### config.mk
export PLATFORM = sky130hd
export DESIGN_NAME = famiclone_detector
export DESIGN_NICKNAME = d
export VERILOG_FILES = /design/src/rtl/famiclone_detector.sv
export SDC_FILE = /design/constraint.sdc
export NUM_CORES = 1
export LEC_CHECK = 0
export ABC_AREA = 1
export CORE_AREA = 3 3 86 88
export CTS_BUF_LIST = sky130_fd_sc_hd__clkbuf_4 sky130_fd_sc_hd__clkbuf_8 sky130_fd_sc_hd__clkbuf_16
export DETAILED_ROUTE_END_ITERATION = 8
export DIE_AREA = 0 0 89 91
export HOLD_SLACK_MARGIN = 0.05
export PLACE_DENSITY = 0.61
export SETUP_SLACK_MARGIN = 0.15
export SKIP_LAST_GASP = 1
export SYNTH_ARGS = -nofsm -noshare
export SYNTH_HDL_FRONTEND = slang
export SYNTH_SLANG_ARGS = --single-unit
### constraint.sdc
create_clock -name m2 -period 7 [get_ports m2]
set_clock_uncertainty 0.2 [all_clocks]
set_input_delay 1.05 -clock m2 [delete_from_list [all_inputs] [get_ports m2]]
set_output_delay 1.05 -clock m2 [all_outputs]
set_load 0.01 [all_outputs]
### src/rtl/famiclone_detector.sv
// famiclone_detector
//   Power-on CIRAM line grounding, new-style famiclone detection and console
//   region classification, all clocked from CPU M2.
//
//   After reset the CIRAM /CE and /A13 lines are grounded for INIT_CYCLES M2
//   cycles. Once that finishes, sampled PPU reads compare PPU A13 with the
//   /A13 readback: lines that agree in value (rather than being complements)
//   flag a new-style famiclone. In parallel, frame starts are found as the
//   first PPU read after a long read-free gap (vblank). The M2 count between
//   frame starts is classified as NTSC / PAL / Dendy and committed after
//   CONFIRM consecutive equal classifications.
//
// Ports
//   m2             in   CPU M2 clock
//   reset          in   asynchronous active-high reset
//   ppu_rd_in      in   PPU /RD (asynchronous to m2)
//   ppu_a13_in     in   PPU A13
//   ppu_not_a13_in in   /A13 as read back from the console
//   ground_lines   out  1 = drive CIRAM /CE and /A13 low
//   init_done      out  power-on grounding period finished
//   new_dendy      out  sticky new-style famiclone flag
//   region         out  0 NTSC, 1 PAL, 2 Dendy
//   region_valid   out  region has been committed
//   frame_strobe   out  one-cycle pulse on each detected frame start
module famiclone_detector #(
    parameter int unsigned INIT_CYCLES     = 15,
    parameter int unsigned A13_SAMPLES     = 3,
    parameter int unsigned IDLE_THRESH     = 64,
    parameter int unsigned PERIOD_W        = 17,
    parameter int unsigned MIN_PERIOD      = 25000,
    parameter int unsigned NTSC_PAL_SPLIT  = 31500,
    parameter int unsigned PAL_DENDY_SPLIT = 34350,
    parameter int unsigned MAX_PERIOD      = 40000,
    parameter int unsigned CONFIRM         = 2
) (
    input  logic       m2,
    input  logic       reset,
    input  logic       ppu_rd_in,
    input  logic       ppu_a13_in,
    input  logic       ppu_not_a13_in,
    output logic       ground_lines,
    output logic       init_done,
    output logic       new_dendy,
    output logic [1:0] region,
    output logic       region_valid,
    output logic       frame_strobe
);

    localparam int unsigned INIT_W  = (INIT_CYCLES > 0) ? $clog2(INIT_CYCLES + 1) : 1;
    localparam int unsigned A13_W   = (A13_SAMPLES > 0) ? $clog2(A13_SAMPLES + 1) : 1;
    localparam int unsigned IDLE_W  = (IDLE_THRESH > 0) ? $clog2(IDLE_THRESH + 1) : 1;
    localparam int unsigned MATCH_W = (CONFIRM > 0) ? $clog2(CONFIRM + 1) : 1;

    localparam logic [INIT_W-1:0]   INIT_LOAD = INIT_W'(INIT_CYCLES);
    localparam logic [A13_W-1:0]    A13_LOAD  = A13_W'(A13_SAMPLES);
    localparam logic [IDLE_W-1:0]   IDLE_MAX  = IDLE_W'(IDLE_THRESH);
    localparam logic [MATCH_W-1:0]  MATCH_MAX = MATCH_W'(CONFIRM);
    localparam logic [PERIOD_W-1:0] P_MIN     = PERIOD_W'(MIN_PERIOD);
    localparam logic [PERIOD_W-1:0] P_NP      = PERIOD_W'(NTSC_PAL_SPLIT);
    localparam logic [PERIOD_W-1:0] P_PD      = PERIOD_W'(PAL_DENDY_SPLIT);
    localparam logic [PERIOD_W-1:0] P_MAX     = PERIOD_W'(MAX_PERIOD);

    typedef enum logic [1:0] {
        REG_NTSC  = 2'd0,
        REG_PAL   = 2'd1,
        REG_DENDY = 2'd2
    } region_e;

    // Synchronisers; the rd chain has one extra stage for falling-edge detect.
    logic [2:0] rd_sync_q;
    logic [1:0] a13_sync_q;
    logic [1:0] na13_sync_q;
    logic       rd_s, rd_prev, a13_s, na13_s, read_ev;

    logic [INIT_W-1:0]   init_cnt_q, init_cnt_d;
    logic                init_done_q, init_done_d;
    logic [A13_W-1:0]    cnt_lo_q, cnt_lo_d;
    logic [A13_W-1:0]    cnt_hi_q, cnt_hi_d;
    logic                new_dendy_q, new_dendy_d;
    logic [IDLE_W-1:0]   idle_q, idle_d;
    logic [PERIOD_W-1:0] period_q, period_d;
    logic                armed_q, armed_d;
    region_e             cand_q, cand_d;
    logic [MATCH_W-1:0]  match_q, match_d;
    region_e             region_q, region_d;
    logic                valid_q, valid_d;
    logic                frame_start;
    region_e             cls;

    assign rd_s    = rd_sync_q[1];
    assign rd_prev = rd_sync_q[2];
    assign a13_s   = a13_sync_q[1];
    assign na13_s  = na13_sync_q[1];
    assign read_ev = rd_prev & ~rd_s;

    always_ff @(posedge m2 or posedge reset) begin
        if (reset) begin
            rd_sync_q   <= '1;
            a13_sync_q  <= '0;
            na13_sync_q <= '0;
        end else begin
            rd_sync_q   <= {rd_sync_q[1:0], ppu_rd_in};
            a13_sync_q  <= {a13_sync_q[0], ppu_a13_in};
            na13_sync_q <= {na13_sync_q[0], ppu_not_a13_in};
        end
    end

    always_comb begin
        init_cnt_d  = init_cnt_q;
        cnt_lo_d    = cnt_lo_q;
        cnt_hi_d    = cnt_hi_q;
        new_dendy_d = new_dendy_q;
        idle_d      = idle_q;
        period_d    = period_q;
        armed_d     = armed_q;
        cand_d      = cand_q;
        match_d     = match_q;
        region_d    = region_q;
        valid_d     = valid_q;
        frame_start = 1'b0;
        cls         = REG_NTSC;

        if (init_cnt_q != '0) begin
            init_cnt_d = init_cnt_q - INIT_W'(1);
        end
        // Registered so init_done is low in reset even when INIT_CYCLES is 0.
        init_done_d = (init_cnt_d == '0);

        if (init_done_q) begin
            if (read_ev) begin
                // Genuine hardware drives complementary levels; equality means
                // the clone ties /A13 to A13.
                if ((cnt_lo_q != '0) && (cnt_hi_q != '0) && (a13_s == na13_s)) begin
                    new_dendy_d = 1'b1;
                end
                if (!a13_s && (cnt_lo_q != '0)) begin
                    cnt_lo_d = cnt_lo_q - A13_W'(1);
                end
                if (a13_s && (cnt_hi_q != '0)) begin
                    cnt_hi_d = cnt_hi_q - A13_W'(1);
                end
                frame_start = (idle_q == IDLE_MAX);
                idle_d      = '0;
            end else if (idle_q != IDLE_MAX) begin
                idle_d = idle_q + IDLE_W'(1);
            end

            if (period_q != '1) begin
                period_d = period_q + PERIOD_W'(1);
            end

            if (frame_start) begin
                // The start cycle itself is cycle 0 of the new frame.
                period_d = PERIOD_W'(1);
                armed_d  = 1'b1;
                if (armed_q) begin
                    if ((period_q < P_MIN) || (period_q >= P_MAX)) begin
                        match_d = '0;
                    end else begin
                        if (period_q < P_NP) begin
                            cls = REG_NTSC;
                        end else if (period_q < P_PD) begin
                            cls = REG_PAL;
                        end else begin
                            cls = REG_DENDY;
                        end
                        if (cls == cand_q) begin
                            if (match_q != MATCH_MAX) begin
                                match_d = match_q + MATCH_W'(1);
                            end
                        end else begin
                            cand_d  = cls;
                            match_d = MATCH_W'(1);
                        end
                        if (match_d == MATCH_MAX) begin
                            region_d = cls;
                            valid_d  = 1'b1;
                        end
                    end
                end
            end
        end
    end

    always_ff @(posedge m2 or posedge reset) begin
        if (reset) begin
            init_cnt_q  <= INIT_LOAD;
            init_done_q <= 1'b0;
            cnt_lo_q    <= A13_LOAD;
            cnt_hi_q    <= A13_LOAD;
            new_dendy_q <= 1'b0;
            idle_q      <= '0;
            period_q    <= '0;
            armed_q     <= 1'b0;
            cand_q      <= REG_NTSC;
            match_q     <= '0;
            region_q    <= REG_NTSC;
            valid_q     <= 1'b0;
        end else begin
            init_cnt_q  <= init_cnt_d;
            init_done_q <= init_done_d;
            cnt_lo_q    <= cnt_lo_d;
            cnt_hi_q    <= cnt_hi_d;
            new_dendy_q <= new_dendy_d;
            idle_q      <= idle_d;
            period_q    <= period_d;
            armed_q     <= armed_d;
            cand_q      <= cand_d;
            match_q     <= match_d;
            region_q    <= region_d;
            valid_q     <= valid_d;
        end
    end

    assign ground_lines = ~init_done_q;
    assign init_done    = init_done_q;
    assign new_dendy    = new_dendy_q;
    assign region       = region_q;
    assign region_valid = valid_q;
    assign frame_strobe = frame_start;

endmodule
==> summary.md <==
| Metric | Value |
|---|---|
| Status | completed |
| Fraction of registers with async set/reset | between 90% and 100% |
| Max FO, Critical Path | 9 |
| Crit path max-delay family | buffers and inverters |
| Largest net degree at the start of global routing | 50 |
| CTS resizes | 0 |
| Commonest non-fill, non-tap cell in the layout | nand2_1 |
| Top-Level Pins | 12 |
| Slew Viols, Final | 0 |
| Critical path required time | 5.75 ns |
| Tcrit/Tclk final | between 40% and 50% |
| Vias per std cell | 4.95 |
| IO Port Bufs | 11 |
| WP data arrival | 2.08 ns |
| Antenna Cells | 0 |
| Final setup fails | 0 |
| DRT Wirelength | ~5.1 mm |
| Number of distinct library cells after synthesis | 35 |
| Mapped Cells | 320 |
| Top post-synthesis cells by area | dfrtp_1 36%, dfstp_2 11%, nand2_1 7.9% |
| TritonCTS Sinks | just under 50 |
| Crit. path cell count | 7 |
| Std-Cell Core Area | 6720 sq um |
| DP Wirelength | 3.72 mm |
| Clock latency on the worst-skew pair | 0.30 ns |
| Worst IR Drop VDD | about 0.075 mV |
| Syn Nets | 334 |
| H-tree depth | 2 |
| Worst path buffer plus inverter count | 4 |
| CTS max path bufs | 2 |
| Mapped Avg Cell Area | roughly 8.3 sq um |
| Global-route usage over all layers | between 10 and 15% |
| Detailed-route DRC error count | 0 |
| Antenna viol nets, final | 0 |
| Initial antenna violation count | 0 |
| Worst setup EP type | output port |
| First-pass GRT wire length | slightly above 9 mm |
| Max cap viols | 0 |
| Synth top area share | about 36% |
| Yosys warning count | 0 |
| Vias in the first global route | slightly below 2000 |
| FF+latch count, synth | 49 |
| Ys flop type | dfrtp_1 |
| Slew @ Worst Pin | 0.995 ns |
| Via count | 2068 |
| R2R depth | 14 |
| Die Outline Area | between 8000 and 9000 sq um |
| # hold bufs at CTS | 0 |
| Synth-to-layout area growth | 11.6% |
| Critical path startpoint category | flip-flop |
| Hold Path Class | reg2reg |
| Mapped Area | about 2700 sq um |
| Final net count | 351 |
| Die X | 89 microns |
| Die H | 91 microns |
| Hold slack | 0.161 ns |
| Synth area leader | dfrtp_1 |
| CTS tree | done |
| CP Cell Sequence | inv_1, nor2_2, nand2_1, inv_2, nand2_4, clkinv_1, clkdlybuf4s50_1 |
| Worst path slowest cell | clkdlybuf4s50_1 |
| Setup TNS | 0 ns |
| Initial Utilization | 39.7% |
| Hold Vio Cnt, Final | 0 |
| Most frequent cells in the layout | 56 x nand2_1, 51 x inv_1, 38 x dfrtp_1, 34 x nor2_1, 20 x nand3_1 |
| Final Wtd Congestion | ~0.86 |
| Final Critical Period | 3.33 ns |
| Max incr delay on CP | between 0.5 and 0.6 ns |
| Drt pass-1 iters | 4 |
| RSZ-0062 raised after global routing | false |
| Hold path cells | 0 |
| Layout cells sized above 1 | 14.5% |
| Clock root buffer | clkbuf_8 |
| Total grt overflow | 0 |
| WL per Instance | about 12 microns |
| Leakage | 0.00139 uW |
| EDFF count, synth | 0 |
| Initial drt markers | about 150 |
| Row count | 30 |
| Clk slew on worst S/H paths | approximately 0.09 ns |
| Pwr/cell area | ~180 nW/um^2 |
| Max Clock Freq | 0.300 GHz |
| Crit path kind | reg2out |
| CTS Buf Count | 5 |
| Post-CTS Setup Inserts | 0 |
| Slew headroom | 33.6% |
| Seq/Total Area, Yosys | 46.5% |
==> cells in the mapped netlist (4+ instances only) <==
| master | n |
|---|---|
| nor3_1 | 9 |
| dfstp_2 | 11 |
| xor2_1 | 12 |
| nand2_1 | 56 |
| o21ai_0 | 15 |
| inv_1 | 52 |
| nand3_1 | 20 |
| nand2_2 | 7 |
| a21oi_1 | 11 |
| ha_1 | 9 |
| inv_2 | 4 |
| nor2_2 | 5 |
| dfrtp_1 | 38 |
| nor2_1 | 34 |
| nand4_1 | 9 |
==> kinds of logic after synthesis <==
| family | Yosys count | synth area share [%] |
|---|---|---|
| and+or+nand+nor | 155 | 28.9 |
| buffers and inverters | 59 | 8.59 |
| DFF | 49 | 46.5 |
| AOI/OAI and AO/OA | 36 | 7.84 |
| xor gates and xnor gates | 12 | 3.94 |
| adders and majority gates | 9 | 4.22 |
==> area by class of cell <==
cell class                      instances  area (sq um)
Clock buffer                            6          76.3
Multi-Input combinational cell        212          1200
Fill cell                             652          3740
Clock inverter                          2          35.0
Tap cell                               80           100
Sequential cell                        49          1240
Timing Repair Buffer                   11           110
Inverter                               58           218
==> where the power goes <==
| part | switching, uW | internal [uW] |
|---|---|---|
| sequential | 9.46 | 294 |
| combinational | 19.2 | 12.6 |
| clock | 94.4 | 110 |
==> state kept, by name, indices dropped and copies added (netlist names) <==
signal and count:
armed_q 1, idle_q 7, init_done 1, cnt_hi_q 2, region 2, region_valid 1
cnt_lo_q 2, init_cnt_q 4, period_q 17, rd_sync_q 3, a13_sync_q 2, cand_q 2
new_dendy 1, match_q 2, na13_sync_q 2
==> per-layer routing <==
metal,GRT usage [%],up-vias,wire length [microns]
li1,-,1058,-
met1,20.0,968,2510
met2,21.3,38,2290
met3,2.99,4,203
met4,3.97,0,51
met5,0,-,0
==> worst paths after layout <==
kind	startpoint	slack [ns]	end
hold / removal	a13_sync_q[0]$_DFF_PP0_	0.16	a13_sync_q[1]$_DFF_PP0_
min in group asynchronous	reset	1.10	match_q[1]$_DFFE_PP0P_
setup reg to reg	period_q[1]$_DFFE_PP0P_	4.23	period_q[10]$_DFFE_PP0P_
setup / recovery	rd_sync_q[2]$_DFF_PP1_	3.67	frame_strobe
max in group asynchronous	reset	4.88	period_q[12]$_DFFE_PP0P_
hold reg to reg	a13_sync_q[0]$_DFF_PP0_	0.16	a13_sync_q[1]$_DFF_PP0_
==> per-stage QoR <==
step	utilization [%]	area (sq um)	total power (uW)	instances	setup WS [ns]
floorplan	-	2670	331	320	4.60
global placement	42.6	2870	341	410	4.03
detailed placement	42.6	2870	341	410	3.98
CTS	44.3	2980	545	418	3.64
global route	44.3	2980	563	418	3.51
finish	44.3	2980	540	418	3.67
(Power assumes the default switching activity.)
